==> src/rtl/rc5_pkg.sv <==
// rc5_pkg: shared widths, mode encodings and sequencer state type for the
// rc5 host-side sequencer slice.
package rc5_pkg;

    localparam int unsigned RC5_KEY_W = 128;
    localparam int unsigned RC5_BLK_W = 64;

    localparam logic MODE_ENC = 1'b0;
    localparam logic MODE_DEC = 1'b1;

    typedef enum logic [2:0] {
        IDLE,
        KEY_REQ,
        KEY_WAIT,
        READY,
        SEND,
        WAIT_RES
    } state_e;

    // States in which the host may (re)load a key.
    function automatic logic host_can_load(input state_e s);
        return (s == IDLE) || (s == READY);
    endfunction

endpackage

==> src/rtl/rc5_res_fifo.sv <==
// rc5_res_fifo: synchronous result FIFO, DEPTH x WIDTH.
// Ports:
//   clk, rst      clock, synchronous active-high reset (flushes FIFO)
//   push, din     write request and data; ignored when full
//   pop           read request; ignored when empty
//   dout          head entry, driven 0 when empty
//   full, empty   occupancy flags
//   count         number of stored entries
module rc5_res_fifo #(
    parameter int unsigned DEPTH = 2,
    parameter int unsigned WIDTH = 64,
    localparam int unsigned AW   = (DEPTH > 1) ? $clog2(DEPTH) : 1,
    localparam int unsigned CW   = $clog2(DEPTH) + 1
) (
    input  logic             clk,
    input  logic             rst,
    input  logic             push,
    input  logic [WIDTH-1:0] din,
    input  logic             pop,
    output logic [WIDTH-1:0] dout,
    output logic             full,
    output logic             empty,
    output logic [CW-1:0]    count
);

    logic [AW-1:0]    wr_q, wr_d;
    logic [AW-1:0]    rd_q, rd_d;
    logic [CW-1:0]    cnt_q, cnt_d;
    logic [WIDTH-1:0] mem_q [0:DEPTH-1];
    logic [WIDTH-1:0] mem_d [0:DEPTH-1];
    logic             do_push, do_pop;

    assign full    = (cnt_q == CW'(DEPTH));
    assign empty   = (cnt_q == '0);
    assign count   = cnt_q;
    assign do_push = push && !full;
    assign do_pop  = pop && !empty;
    assign dout    = empty ? '0 : mem_q[rd_q];

    // Pointers wrap naturally because DEPTH is a power of two.
    always_comb begin
        wr_d  = wr_q;
        rd_d  = rd_q;
        cnt_d = cnt_q;
        mem_d = mem_q;
        if (do_push) begin
            mem_d[wr_q] = din;
            wr_d        = wr_q + AW'(1);
        end
        if (do_pop) begin
            rd_d = rd_q + AW'(1);
        end
        case ({do_push, do_pop})
            2'b10:   cnt_d = cnt_q + CW'(1);
            2'b01:   cnt_d = cnt_q - CW'(1);
            default: cnt_d = cnt_q;
        endcase
    end

    always_ff @(posedge clk) begin
        if (rst) begin
            wr_q  <= '0;
            rd_q  <= '0;
            cnt_q <= '0;
            for (int unsigned i = 0; i < DEPTH; i++) begin
                mem_q[i] <= '0;
            end
        end else begin
            wr_q  <= wr_d;
            rd_q  <= rd_d;
            cnt_q <= cnt_d;
            mem_q <= mem_d;
        end
    end

endmodule

==> src/rtl/rc5_host_seq.sv <==
// rc5_host_seq: initiator-side sequencer for the rc5_core key/data interface.
// Takes key loads and 64-bit blocks from the host, pulses the core's key_en /
// din_en, waits for key_ok / dout_en under a watchdog, and returns results
// through a small result FIFO. One block in flight at a time.
// Ports:
//   clk, rst                     clock, synchronous active-high reset
//   h_key, h_key_ld              host key and 1-cycle load request
//   h_mode, h_blk, h_blk_vld/rdy host block input (mode latched per block)
//   h_res, h_res_vld/rdy         host result output (FIFO head)
//   h_err                        sticky watchdog timeout flag
//   busy                         sequencer is not in IDLE/READY
//   c_flag, c_key, c_key_en      core key path and mode flag
//   c_key_ok                     core key ready (level)
//   c_din, c_din_en              core data input and strobe
//   c_dout, c_dout_en            core result and strobe
module rc5_host_seq
    import rc5_pkg::*;
#(
    parameter int unsigned TIMEOUT_W = 8,
    parameter int unsigned RES_DEPTH = 2
) (
    input  logic                 clk,
    input  logic                 rst,
    input  logic [RC5_KEY_W-1:0] h_key,
    input  logic                 h_key_ld,
    input  logic                 h_mode,
    input  logic [RC5_BLK_W-1:0] h_blk,
    input  logic                 h_blk_vld,
    output logic                 h_blk_rdy,
    output logic [RC5_BLK_W-1:0] h_res,
    output logic                 h_res_vld,
    input  logic                 h_res_rdy,
    output logic                 h_err,
    output logic                 busy,
    output logic                 c_flag,
    output logic [RC5_KEY_W-1:0] c_key,
    output logic                 c_key_en,
    input  logic                 c_key_ok,
    output logic [RC5_BLK_W-1:0] c_din,
    output logic                 c_din_en,
    input  logic [RC5_BLK_W-1:0] c_dout,
    input  logic                 c_dout_en
);

    localparam int unsigned CNT_W = $clog2(RES_DEPTH) + 1;

    state_e               state_q, state_d;
    logic [RC5_KEY_W-1:0] key_q, key_d;
    logic [RC5_BLK_W-1:0] din_q, din_d;
    logic                 flag_q, flag_d;
    logic                 err_q, err_d;
    logic [TIMEOUT_W-1:0] wd_q, wd_d;

    logic                 can_load;
    logic                 wd_expired;
    logic                 fifo_push;
    logic                 fifo_full;
    logic                 fifo_empty;
    logic [CNT_W-1:0]     fifo_count;

    assign can_load   = host_can_load(state_q);
    assign wd_expired = &wd_q;

    // A key load in READY pre-empts a block offered in the same cycle.
    assign h_blk_rdy  = (state_q == READY) && !h_key_ld && !fifo_full;

    // A response arriving on the watchdog's last cycle is dropped with the timeout.
    assign fifo_push  = (state_q == WAIT_RES) && c_dout_en && !wd_expired;

    assign h_res_vld  = !fifo_empty;
    assign h_err      = err_q;
    assign busy       = !can_load;
    assign c_flag     = flag_q;
    assign c_key      = key_q;
    assign c_key_en   = (state_q == KEY_REQ);
    assign c_din      = din_q;
    assign c_din_en   = (state_q == SEND);

    always_comb begin
        state_d = state_q;
        key_d   = key_q;
        din_d   = din_q;
        flag_d  = flag_q;
        err_d   = err_q;
        wd_d    = wd_q;

        if (can_load && h_key_ld) begin
            key_d   = h_key;
            err_d   = 1'b0;
            state_d = KEY_REQ;
        end else begin
            case (state_q)
                IDLE: begin
                    state_d = IDLE;
                end
                KEY_REQ: begin
                    // key_ok is not looked at here, so a stale level is ignored.
                    wd_d    = '0;
                    state_d = KEY_WAIT;
                end
                KEY_WAIT: begin
                    if (wd_expired) begin
                        err_d   = 1'b1;
                        state_d = IDLE;
                    end else if (c_key_ok) begin
                        state_d = READY;
                    end else begin
                        wd_d = wd_q + TIMEOUT_W'(1);
                    end
                end
                READY: begin
                    if (h_blk_vld && !fifo_full) begin
                        din_d   = h_blk;
                        flag_d  = h_mode;
                        state_d = SEND;
                    end
                end
                SEND: begin
                    wd_d    = '0;
                    state_d = WAIT_RES;
                end
                WAIT_RES: begin
                    if (wd_expired) begin
                        err_d   = 1'b1;
                        state_d = IDLE;
                    end else if (c_dout_en) begin
                        state_d = READY;
                    end else begin
                        wd_d = wd_q + TIMEOUT_W'(1);
                    end
                end
                default: begin
                    state_d = IDLE;
                end
            endcase
        end
    end

    always_ff @(posedge clk) begin
        if (rst) begin
            state_q <= IDLE;
            key_q   <= '0;
            din_q   <= '0;
            flag_q  <= 1'b0;
            err_q   <= 1'b0;
            wd_q    <= '0;
        end else begin
            state_q <= state_d;
            key_q   <= key_d;
            din_q   <= din_d;
            flag_q  <= flag_d;
            err_q   <= err_d;
            wd_q    <= wd_d;
        end
    end

    rc5_res_fifo #(
        .DEPTH (RES_DEPTH),
        .WIDTH (RC5_BLK_W)
    ) u_res_fifo (
        .clk   (clk),
        .rst   (rst),
        .push  (fifo_push),
        .din   (c_dout),
        .pop   (h_res_rdy),
        .dout  (h_res),
        .full  (fifo_full),
        .empty (fifo_empty),
        .count (fifo_count)
    );

    // READY gating guarantees a free slot for the single in-flight block.
    a_no_push_when_full : assert property (@(posedge clk) disable iff (rst)
        !(fifo_push && fifo_full));
    a_count_in_range : assert property (@(posedge clk) disable iff (rst)
        fifo_count <= CNT_W'(RES_DEPTH));

endmodule

==> config.mk <==
export PLATFORM = sky130hd
export DESIGN_NAME = rc5_host_seq
export DESIGN_NICKNAME = d
export VERILOG_FILES = /design/src/rtl/rc5_pkg.sv /design/src/rtl/rc5_res_fifo.sv /design/src/rtl/rc5_host_seq.sv
export SDC_FILE = /design/constraint.sdc
export NUM_CORES = 1
export LEC_CHECK = 0
export ABC_AREA = 1
export BUFFER_PORTS_ARGS = -buffer_cell sky130_fd_sc_hd__buf_4
export CAP_MARGIN = 20
export CELL_PAD_IN_SITES_DETAIL_PLACEMENT = 1
export CELL_PAD_IN_SITES_GLOBAL_PLACEMENT = 2
export CORE_MARGIN = 1
export CORE_UTILIZATION = 26
export DETAILED_ROUTE_END_ITERATION = 10
export PLACE_DENSITY_LB_ADDON = 0.2
export SLEW_MARGIN = 0
export SYNTH_ARGS = -nofsm -noshare
export SYNTH_HDL_FRONTEND = slang
export SYNTH_SLANG_ARGS = --single-unit
export TNS_END_PERCENT = 30
==> constraint.sdc <==
create_clock -name clk -period 2.4 [get_ports clk]
set_clock_uncertainty 0.15 [all_clocks]
set_input_delay 0.48 -clock clk [delete_from_list [all_inputs] [get_ports clk]]
set_output_delay 0.48 -clock clk [all_outputs]
set_load 0.02 [all_outputs]
# After elaboration in Yosys (flattened, before gate mapping)

Cells that the tools add are included.

Flip-flop bits (word level): 337
Input port bits: 264
Output and inout port bits: 263

$add $sub $neg: 5
Order comparisons: 3
Eq/ne operators: 18
Mux-type cells: 20
Bitwise logic cells: 3
Reduce and logical (&&, ||, !) cells: 28

Operator list:

| operator            | number |
|---|---|
| $mux 64             | 5 |
| $bwmux 128          | 1 |
| $demux 64 s1        | 1 |
| $mux 8              | 4 |
| $pmux 8 s3          | 1 |
| $mux 3              | 5 |
| $pmux 3 s5          | 1 |
| $logic_and 1x1->1   | 9 |
| $reduce_and 3->1    | 3 |
| $reduce_and 9->1    | 1 |
| $add 8x1->8 const B | 1 |
| $ne 2x2->1 const B  | 4 |
| $reduce_and 8->1    | 1 |
| $eq 3x2->1 const B  | 2 |
| $eq 3x3->1 const B  | 2 |
| $ne 3x3->1 const B  | 2 |
| $reduce_and 6->1    | 1 |
| $reduce_or 2->1     | 3 |
| $logic_not 1->1     | 5 |
| $eq 2x2->1 const B  | 2 |
| $ge 2x2->1 const B  | 2 |
| $ne 4x3->1 const B  | 1 |
| $ne 4x4->1 const B  | 1 |
| $not 1->2           | 2 |
| 16 further kinds    | 17 |

# Logic depth before layout (Yosys ltp)

Gate-level depths: netlist of run 1.

Word-level depth: 6
Depth in mapped cells: 12
Mapped depth without buffers: 11

# By module

From an unflattened synthesis of run 1, not the netlist that was laid out.

Cell total of the unflattened synthesis: 2204
Area, all modules: 14973.1 µm²

By module, submodules not included:

| module       | times used | cells an instance | area each (µm²) | sequential area each (µm²) |
|---|---|---|---|---|
| rc5_host_seq | 1          | 990               | 7554.7          | 4103.9 |
| rc5_res_fifo | 1          | 1214              | 7418.4          | 2642.5 |

# Least setup slack after synthesis of run 1

No wires, ideal clock.

Kind: reg-to-reg
Start: register wd_q[0]
End: register u_res_fifo.cnt_q[1] (netlist: u_res_fifo.count[1])
Setup time: 0.122 ns
Arrival time: 1.828 ns
Required time: 2.128 ns
Setup slack: 0.300 ns
Cell stages (with the launch flop): 12
Clock period less this slack: 2.100 ns
Cell sequence: dfxtp_1 -> ha_1 -> nand3_1 -> clkinv_1 -> nand2_2 -> buf_6 -> nand2_1 -> ha_1 -> a21oi_1 -> o21ai_0 -> o21ai_0 -> a21oi_1

Word-level cells in the longest chain between the ends: 6

RTL lines:

| item                                                   | line                | source |
|---|---|---|
| from (decl)                                            | rc5_host_seq.sv:52  | `logic [TIMEOUT_W-1:0] wd_q, wd_d;` |
| from (signal assigned)                                 | rc5_host_seq.sv:153 | `wd_q <= wd_d;` |
| $reduce_and 8->1 (*)                                   | rc5_host_seq.sv:62  | `assign wd_expired = &wd_q;` |
| $logic_not 1->1 (*)                                    | rc5_host_seq.sv:68  | `assign fifo_push = (state_q == WAIT_RES) && c_dout_en && !wd_expired;` |
| $logic_and 1x1->1 (*)                                  | rc5_host_seq.sv:68  |  |
| $logic_and 1x1->1 (*)                                  | rc5_res_fifo.sv:36  | `assign do_push = push && !full;` |
| $eq 2x1->1 / $eq 2x2->1 (equally long branches)        | rc5_res_fifo.sv:53  | `case ({do_push, do_pop})` |
| $pmux 2 s2 / $reduce_bool 2->1 (equally long branches) | --                  |  |
| to (signal assigned)                                   | rc5_res_fifo.sv:71  | `cnt_q <= cnt_d;` |
| to (decl)                                              | rc5_res_fifo.sv:28  | `logic [CW-1:0] cnt_q, cnt_d;` |

Every way passes the cells marked *; elsewhere a longest branch is shown, timed or not.
A chain may end at the register's enable or synchronous reset.

# Worst setup path after layout of run 1

Start: register u_res_fifo.cnt_q[1] (netlist: u_res_fifo.count[1])
End: output port h_res[48]

Word-level cells in the longest chain between the ends: 2

RTL lines:

| item            | line               | source |
|---|---|---|
| $logic_not 2->1 | rc5_res_fifo.sv:34 | `assign empty = (cnt_q == '0);` |
| $mux 64         | rc5_res_fifo.sv:38 | `assign dout = empty ? '0 : mem_q[rd_q];` |
| to (decl)       | rc5_host_seq.sv:30 | `output logic [RC5_BLK_W-1:0] h_res,` |

No other way between the ends.

==> qor.txt, run 1 <==
Status: complete, no violations
Via count: 14204
Register area: 6754 µm²
#FFs+latches synth: 337
Worst Hold Class: in -> reg
First-pass GRT wire length: 85760 µm
Reg2Reg Depth: 10
Finished Core Util: 0.3967
Drt wl/cell: 18.79 µm
Synth top area cells: dfxtp_1 (49%), nor2_1 (11%), nand2_1 (9.5%)
CTS tree: done
Post-synth EDFFs: 0
Antenna violations before repair: 5
Area of the multi-input gates: 5986 µm²
Worst r2r dst: wd_q[7]
Root buf cell: clkbuf_16
Num CTS Buffers: 43
Leak: 8.557 nW
Synthesized instance count: 1804
Max-cap violations: 0
Final hold viol count: 0
Startpoint types: flop
Die area: 53700 µm²
Clock sink total: 337
YS warnings: 0
Layout area overhead: 49.50%
Critical Path AT: 1.74 ns
Clock transition at the registers of the reported paths: 0.06 ns
Area post-placement: 18130 µm²
Final #Nets: 2621
Number of global-route vias before repair: 14445
Seq/Total Area, Yosys: 0.4917
Post-synth cell types: 33
Clk_lat worst skew: 0.56 ns
Critical Path End Type: primary output
Register-to-register setup slack: 0.24 ns
Hold Path Cell Cnt: 3
GR Overflow Total: 0
Layout fillers: 6286
Tmin final: 2.367 ns
DRT Pass-1 Iters: 4
Worst Tran Pin Value: 0.9731 ns
Setup Crit Path Kind: reg -> out
RSZ-0062 raised after global routing: yes
Top-area cell type share of the netlist area: 0.4917
Post-route design area: 20510 µm²
Final Max Tran Viols: 0
Hold Crit Start: h_blk[41]
WL final: 57630 µm
Site Rows: 83
Final ANT Viol Nets: 0
Gpl congestion: 0.7902
Num ports: 527
Fmax: 422.5 MHz
Max H-tree Level: 2
DP HPWL: 37020 µm
Fin crit share: 0.9862
Clk buf depth: 3
Initial DRC count: 629
Required @ worst endpoint: 1.77 ns
Hold EP: c_din[41]
Main synth FF type: dfxtp_1
Worst r2r src: wd_q[0]
Peak VDD IR: 0.0004173 V
Initial Util: 0.2653
Die H: 231.7 µm
Die width: 231.7 µm
Slew HR: 0.3513
Synth Cell Area: 13720 µm²
Placed cells: 2902
Synth area leader: dfxtp_1
Asr flop ratio synth: 0
Pin count of the biggest net entering global routing: 137
Setup violators final: 0
# port buffers: 526
Core Area: 51720 µm²
Fin cells: 3067
Top-count cell post-synth: nor2_1
DRC violations left: 0
GRT Util Overall: 0.2048
Power per cell area: 722.4 nW/µm²
Layout cells sized above 1: 0.3112
Synth top cells by count: nor2_1 (411), nand2_1 (349), dfxtp_1 (337)
Post-Syn Area per Cell: 7.606 µm²
Mapped Nets: 2070
Worst Path Max Fanout: 63
DR vias/cell: 4.631
cell families after synthesis:
| family | count (synthesis) | synth area share |
|---|---|---|
| buffers and inverters | 178 | 0.07586 |
| DFF | 337 | 0.4917 |
| xor gates and xnor gates | 2 | 0.001277 |
| AOI/OAI and AO/OA | 408 | 0.1658 |
| and+or+nand+nor | 877 | 0.2636 |
| adders and majority gates | 2 | 0.001823 |
through the flow:
step	hold WS, ns	power (mW)	setup WS (ns)	TNS [ns]
floorplan	0.2891	7.411	0.2998	0
global placement	0.2974	8.574	0.2719	0
detailed placement	0.3013	8.625	0.2268	0
CTS	0.00003803	15.07	-0.01677	-0.03724
global route	0.02506	15.50	-0.04225	-0.5442
finish	0.03025	14.82	0.03309	0
layout by cell type (no fill, tap or decap), types with 10 or more instances in the layout:
cell           Yosys  final
a21oi_1          144    135
a21oi_2           60     69
buf_12             1     19
buf_4             14    539
clkbuf_1          62     14
clkbuf_16          0     48
clkbuf_8           0     10
dfxtp_1          337    335
dlygate4sd3_1      0     79
inv_1             29     26
nand2_1          349    349
nand2_2           22     21
nand3_1           15     15
nand4_1           70     70
nor2_1           411    410
o21ai_0          172    172
o21ai_1           28     28
report_power, final:
part           internal, mW  switching, mW  leakage [nW]  total, mW
Combinational          1.05           1.43          5.15       2.48
Sequential             5.92          0.175          2.75       6.10
Clock                  3.73           2.51         0.663       6.24
worst max-delay path by stage:
stage                         from  cells after the start             endpoint  slack [ns]
6_report       u_res_fifo.count[1]                      4            h_res[48]        0.03
5_1_grt            u_res_fifo.rd_q                      5            h_res[12]       -0.04
4_1_cts            u_res_fifo.rd_q                      5            h_res[48]       -0.02
3_5_place_dp               wd_q[0]                     10              wd_q[6]        0.23
3_3_place_gp               wd_q[0]                     10  u_res_fifo.count[1]        0.27
2_1_floorplan              wd_q[0]                     11  u_res_fifo.count[1]        0.30
registers in the layout (all words and copies together) (netlist names):
name              flops
h_err                 1
state_q               3
u_res_fifo.mem_q    128
c_din                64
u_res_fifo.wr_q       1
u_res_fifo.count      2
wd_q                  8
c_key               128
c_flag                1
u_res_fifo.rd_q       1
repair_timing:
| item | in CTS | in global routing |
|---|---|---|
| endpoints found under the setup margin | 63 | 44 |
| setup buffers | 1 | 3 |
| gates resized for setup | 13 | 9 |
| gates cloned | 3 | 2 |
| hold buffers | 79 | 0 |
| endpoints found under the hold margin | 79 | 0 |
| pin swaps | 0 | 7 |
worst max-delay path: stages (launching register included):
cell and delay [ns]:
dfxtp_1 0.38, nor2_4 0.06, clkbuf_16 0.26, a21oi_2 0.25, buf_4 0.18
cell type report:
cell class | count | area share
multi-input cells | 1289 | 0.2918
repair buffers | 647 | 0.2639
clock buffers | 69 | 0.06416
clock inverters | 5 | 0.001403
flip-flops and latches | 337 | 0.3292
diodes | 3 | 0.0003659
inverters | 37 | 0.007685
well taps | 680 | 0.04147
routing by layer:
| layer | routed length [µm] | global-route usage | vias up |
|---|---|---|---|
| met5 | 27 | 0 | - |
| met3 | 3410 | 0.05059 | 78 |
| met1 | 24380 | 0.2454 | 6793 |
| li1 | - | - | 6982 |
| met4 | 1419 | 0.06435 | 4 |
| met2 | 28390 | 0.3567 | 347 |
Note: power is estimated with default switching activity, not from simulation.
==> run 2: changes to the inputs <==
Settings changed: CORE_ASPECT_RATIO set to 1.75.
==> run 2 against run 1 <==
  * Cell count shrank 1.7%
  * Fmax grew 0.62%
  * Final area shrank 2.6%
  * Hold slack lost 0.0019 ns
  * Utilization shrank 1.4 points
  * Combinational power shrank 2%
  * Critical endpoint is now h_res[36]
  * Largest cell class unchanged
  * Highest routed layer unchanged
==> qor.txt, run 2 (same netlist as run 1, synthesis figures left out) <==
Crit path to: h_res[36]
Gpl congestion: 0.7921
Critical Path AT: 1.72 ns
RSZ-0062 raised after global routing: yes
Leak: 8.339 nW
Clock sink total: 337
Setup WS post-layout: 0.04759 ns
DR vias/cell: 4.712
CTS tree: done
Die H: 305.9 µm
Final Max Tran Viols: 0
Number of global-route vias before repair: 14584
Peak VDD IR: 0.0005903 V
GRT Util Overall: 0.2121
Initial Util: 0.2628
Required @ worst endpoint: 1.77 ns
Die area: 53740 µm²
Placed cells: 2900
Worst Setup SP: u_res_fifo.count[0]
Final hold viol count: 0
Core Area: 52220 µm²
Die width: 175.7 µm
Antenna violations before repair: 5
Layout cells sized above 1: 0.3133
Pin count of the biggest net entering global routing: 137
Root buf cell: clkbuf_16
Reg2Reg Depth: 9
Max H-tree Level: 2
Worst r2r src: wd_q[0]
Slew HR: 0.4063
Worst Hold Class: in -> reg
DP HPWL: 39390 µm
Clock transition at the registers of the reported paths: 0.06 ns
DRC violations left: 0
Setup violators final: 0
DRT Pass-1 Iters: 5
Startpoint types: flop
Num ports: 527
Via count: 14202
Final ANT Viol Nets: 0
# port buffers: 526
Clk buf depth: 3
Register-to-register setup slack: 0.14 ns
Tmin final: 2.352 ns
GR Overflow Total: 0
TNS Setup: 0 ns
Worst Tran Pin Value: 0.8905 ns
Worst r2r dst: u_res_fifo.mem_q[85]
Worst Path Max Fanout: 63
Most frequent cells in the layout: buf_4 (539), nor2_1 (410), nand2_1 (349), dfxtp_1 (335), o21ai_0 (171)
Worst hold margin: 0.02838 ns
First-pass GRT wire length: 88430 µm
Clk_lat worst skew: 0.54 ns
Total Power: 14.72 mW
Power per cell area: 737.1 nW/µm²
Fin crit share: 0.9802
Worst slack at placement: 0.1562 ns
Commonest non-fill, non-tap cell in the layout: buf_4
Fmax: 425.1 MHz
Setup Crit Path Kind: reg -> out
Site Rows: 111
Status: complete, no violations
Max-cap violations: 0
Initial DRC count: 677
Critical Path End Type: primary output
Fin cells: 3014
Drt wl/cell: 19.37 µm
Num CTS Buffers: 38
Final #Nets: 2572
Layout area overhead: 45.57%
WL final: 58390 µm
-- run 2: repair_timing --
| item | CTS | global route |
|---|---|---|
| cloned | 2 | 1 |
| hold endpoints to repair | 40 | 0 |
| resized for setup | 8 | 9 |
| endpoints found under the setup margin | 58 | 55 |
| buffers inserted | 0 | 1 |
| hold buffers | 40 | 0 |
-- run 2: report_power, final --
group,switching (mW),internal [mW],total [mW],leakage (nW)
registers,0.180,5.92,6.10,2.75
logic,1.42,1.01,2.43,4.95
clock network,2.48,3.72,6.19,0.643
total,4.07,10.6,14.7,8.34
-- run 2: worst min path at each step --
stage | from | to | slack [ns] | cells after the start
after global placement | u_res_fifo.mem_q[114] | u_res_fifo.mem_q[114] | 0.30 | 2
after detailed placement | u_res_fifo.mem_q[112] | u_res_fifo.mem_q[112] | 0.30 | 2
after floorplan | u_res_fifo.mem_q[68] | u_res_fifo.mem_q[68] | 0.29 | 2
final | h_blk[54] | c_din[54] | 0.03 | 3
after CTS | h_blk[43] | c_din[43] | 0.0002 | 3
after global routing | h_blk[36] | c_din[36] | 0.008 | 3
-- run 2: through the flow --
step	util	instance area, µm²
after global routing	0.3825	19980
after floorplan	-	13720
after detailed placement	0.3470	18120
after global placement	0.3470	18120
final	0.3825	19980
after CTS	0.3812	19910
-- run 2: worst max-delay path: stages (launching register included) --
cell and delay [ns]:
dfxtp_2 0.36, nor2_4 0.15, buf_12 0.33, a21oi_1 0.13, buf_4 0.18
-- run 2: cell type report --
class	count	area, µm²
fill	6375	32240
sequential	337	6751
clock buffer	57	1144
tap	678	848.3
clock inverter	10	153.9
multi-input combinational	1289	5972
inverter	37	157.7
antenna	3	7.507
timing repair buffer	603	4941
-- run 2: metal layers --
metal / vias up / share of wire / GRT usage
met5: - / 0.00051 / 0
met4: 4 / 0.030 / 0.07240
met3: 81 / 0.066 / 0.05171
met2: 418 / 0.51 / 0.3863
met1: 6819 / 0.39 / 0.2367
li1: 6880 / - / -
==> run 3: changes to the inputs <==
Settings changed: CORE_ASPECT_RATIO 1.75 to 1.1.
==> run 3 against run 2 <==
  * Count of clock-buffer cells in the layout rose by 6
  * Power rose by 3.8%
  * Sequential power barely moved
  * Fmax barely moved
  * Sequential share of layout area fell by 1.7 points
  * Wire length fell by 0.68%
==> qor.txt, run 3 (same netlist as run 1, synthesis figures left out) <==
Num CTS Buffers: 42
Clk_lat worst skew: 0.56 ns
Fmax: 425.1 MHz
Tmin final: 2.352 ns
Die H: 242.9 µm
Final ANT Viol Nets: 0
Layout area overhead: 53.44%
Most frequent cells in the layout: buf_4 (538), nor2_1 (410), nand2_1 (347), dfxtp_1 (334), o21ai_0 (171)
Peak VDD IR: 0.0003860 V
Startpoint types: flop
Commonest non-fill, non-tap cell in the layout: buf_4
CTS tree: done
Initial Util: 0.2654
Gpl congestion: 0.7881
Post-route design area: 21060 µm²
Setup Crit Path Kind: reg -> out
Total Power: 15.29 mW
Layout cells sized above 1: 0.3231
First-pass GRT wire length: 87970 µm
Final hold viol count: 0
WL final: 58000 µm
# port buffers: 526
Clk buf depth: 3
Pin count of the biggest net entering global routing: 140
Worst Path Max Fanout: 10
Via count: 14394
Fin crit share: 0.9802
Power per cell area: 726.0 nW/µm²
Area post-placement: 18110 µm²
RSZ-0062 raised after global routing: yes
GRT Util Overall: 0.2074
Clock sink total: 337
DRC violations left: 0
DP HPWL: 37710 µm
Max H-tree Level: 2
Finished Core Util: 0.4072
DR vias/cell: 4.670
Slew HR: 0.4652
Core Area: 51710 µm²
Status: complete, no violations
Final #Nets: 2650
Site Rows: 87
Root buf cell: clkbuf_16
DRT Pass-1 Iters: 5
Setup violators final: 0
Worst Hold Class: in -> reg
Initial DRC count: 627
Fin cells: 3082
Critical Path AT: 1.72 ns
Worst hold margin: 0.02851 ns
Placed cells: 2890
Critical Path End Type: primary output
Die width: 221.0 µm
Worst slack at placement: 0.1909 ns
Number of global-route vias before repair: 14854
Num ports: 527
Max-cap violations: 0
Drt wl/cell: 18.82 µm
Antenna violations before repair: 4
Clock transition at the registers of the reported paths: 0.06 ns
GR Overflow Total: 0
Worst Tran Pin Value: 0.8023 ns
Setup WS post-layout: 0.04755 ns
TNS Setup: 0 ns
Leak: 8.744 nW
Required @ worst endpoint: 1.77 ns
Final Max Tran Viols: 0
Die area: 53700 µm²
## run 3: cell count changes in the layout (fill, tap and decap cells not counted), sizes merged
cell,previous run,this run
diode,3,4
buf,561,569
bufbuf,1,0
clkinvlp,0,1
clkbuf,58,68
dlygate4sd3,40,102
clkinv,8,6
## run 3: final timing paths
kind | to | cells after the start | slack, ns | startpoint
max | h_res[50] | 6 | 0.05 | u_res_fifo.rd_q
min | c_key[124] | 3 | 0.03 | h_key[124]
max reg2reg | u_res_fifo.mem_q[28] | 8 | 0.24 | wd_q[0]
min reg2reg | u_res_fifo.mem_q[98] | 2 | 0.31 | u_res_fifo.mem_q[98]
## run 3: routing by layer
layer  track usage  wire length, µm  vias up
met5             0                0        -
met4       0.06808             1594        0
met3       0.05145             3422       82
met2        0.3634            28540      386
met1        0.2466            24440     6885
li1              -                -     7041
## run 3: timing repair
action                                 CTS  global route
endpoints found under the hold margin  102             0
buffers inserted                         1             5
resized for setup                       32            26
pin swaps                                5             3
setup endpoints to repair               64            37
hold buffers                           102             0
gates cloned                             2             7
## run 3: where the power goes
| group | total, mW | switching (mW) | internal [mW] |
|---|---|---|---|
| logic | 2.51 | 1.43 | 1.08 |
| clock network | 6.67 | 2.55 | 4.12 |
| registers | 6.11 | 0.187 | 5.92 |
| total | 15.3 | 4.16 | 11.1 |
## run 3: worst max-delay path: stages (launching register included)
cell	delay (ns)
dfxtp_4	0.38
buf_12	0.14
clkinv_8	0.07
buf_12	0.13
nand2_1	0.08
a21oi_2	0.19
buf_4	0.17
## run 3: final cells by class
cell class              count  area, µm²
diodes                      4      10.01
clock inverters             8      146.4
flip-flops and latches    337       6755
inverters                  37      156.4
repair inverters            1      11.26
repair buffers            676       5762
clock buffers              63       1291
multi-input cells        1289       6088
well taps                 667      834.6
fillers                  6203      30650
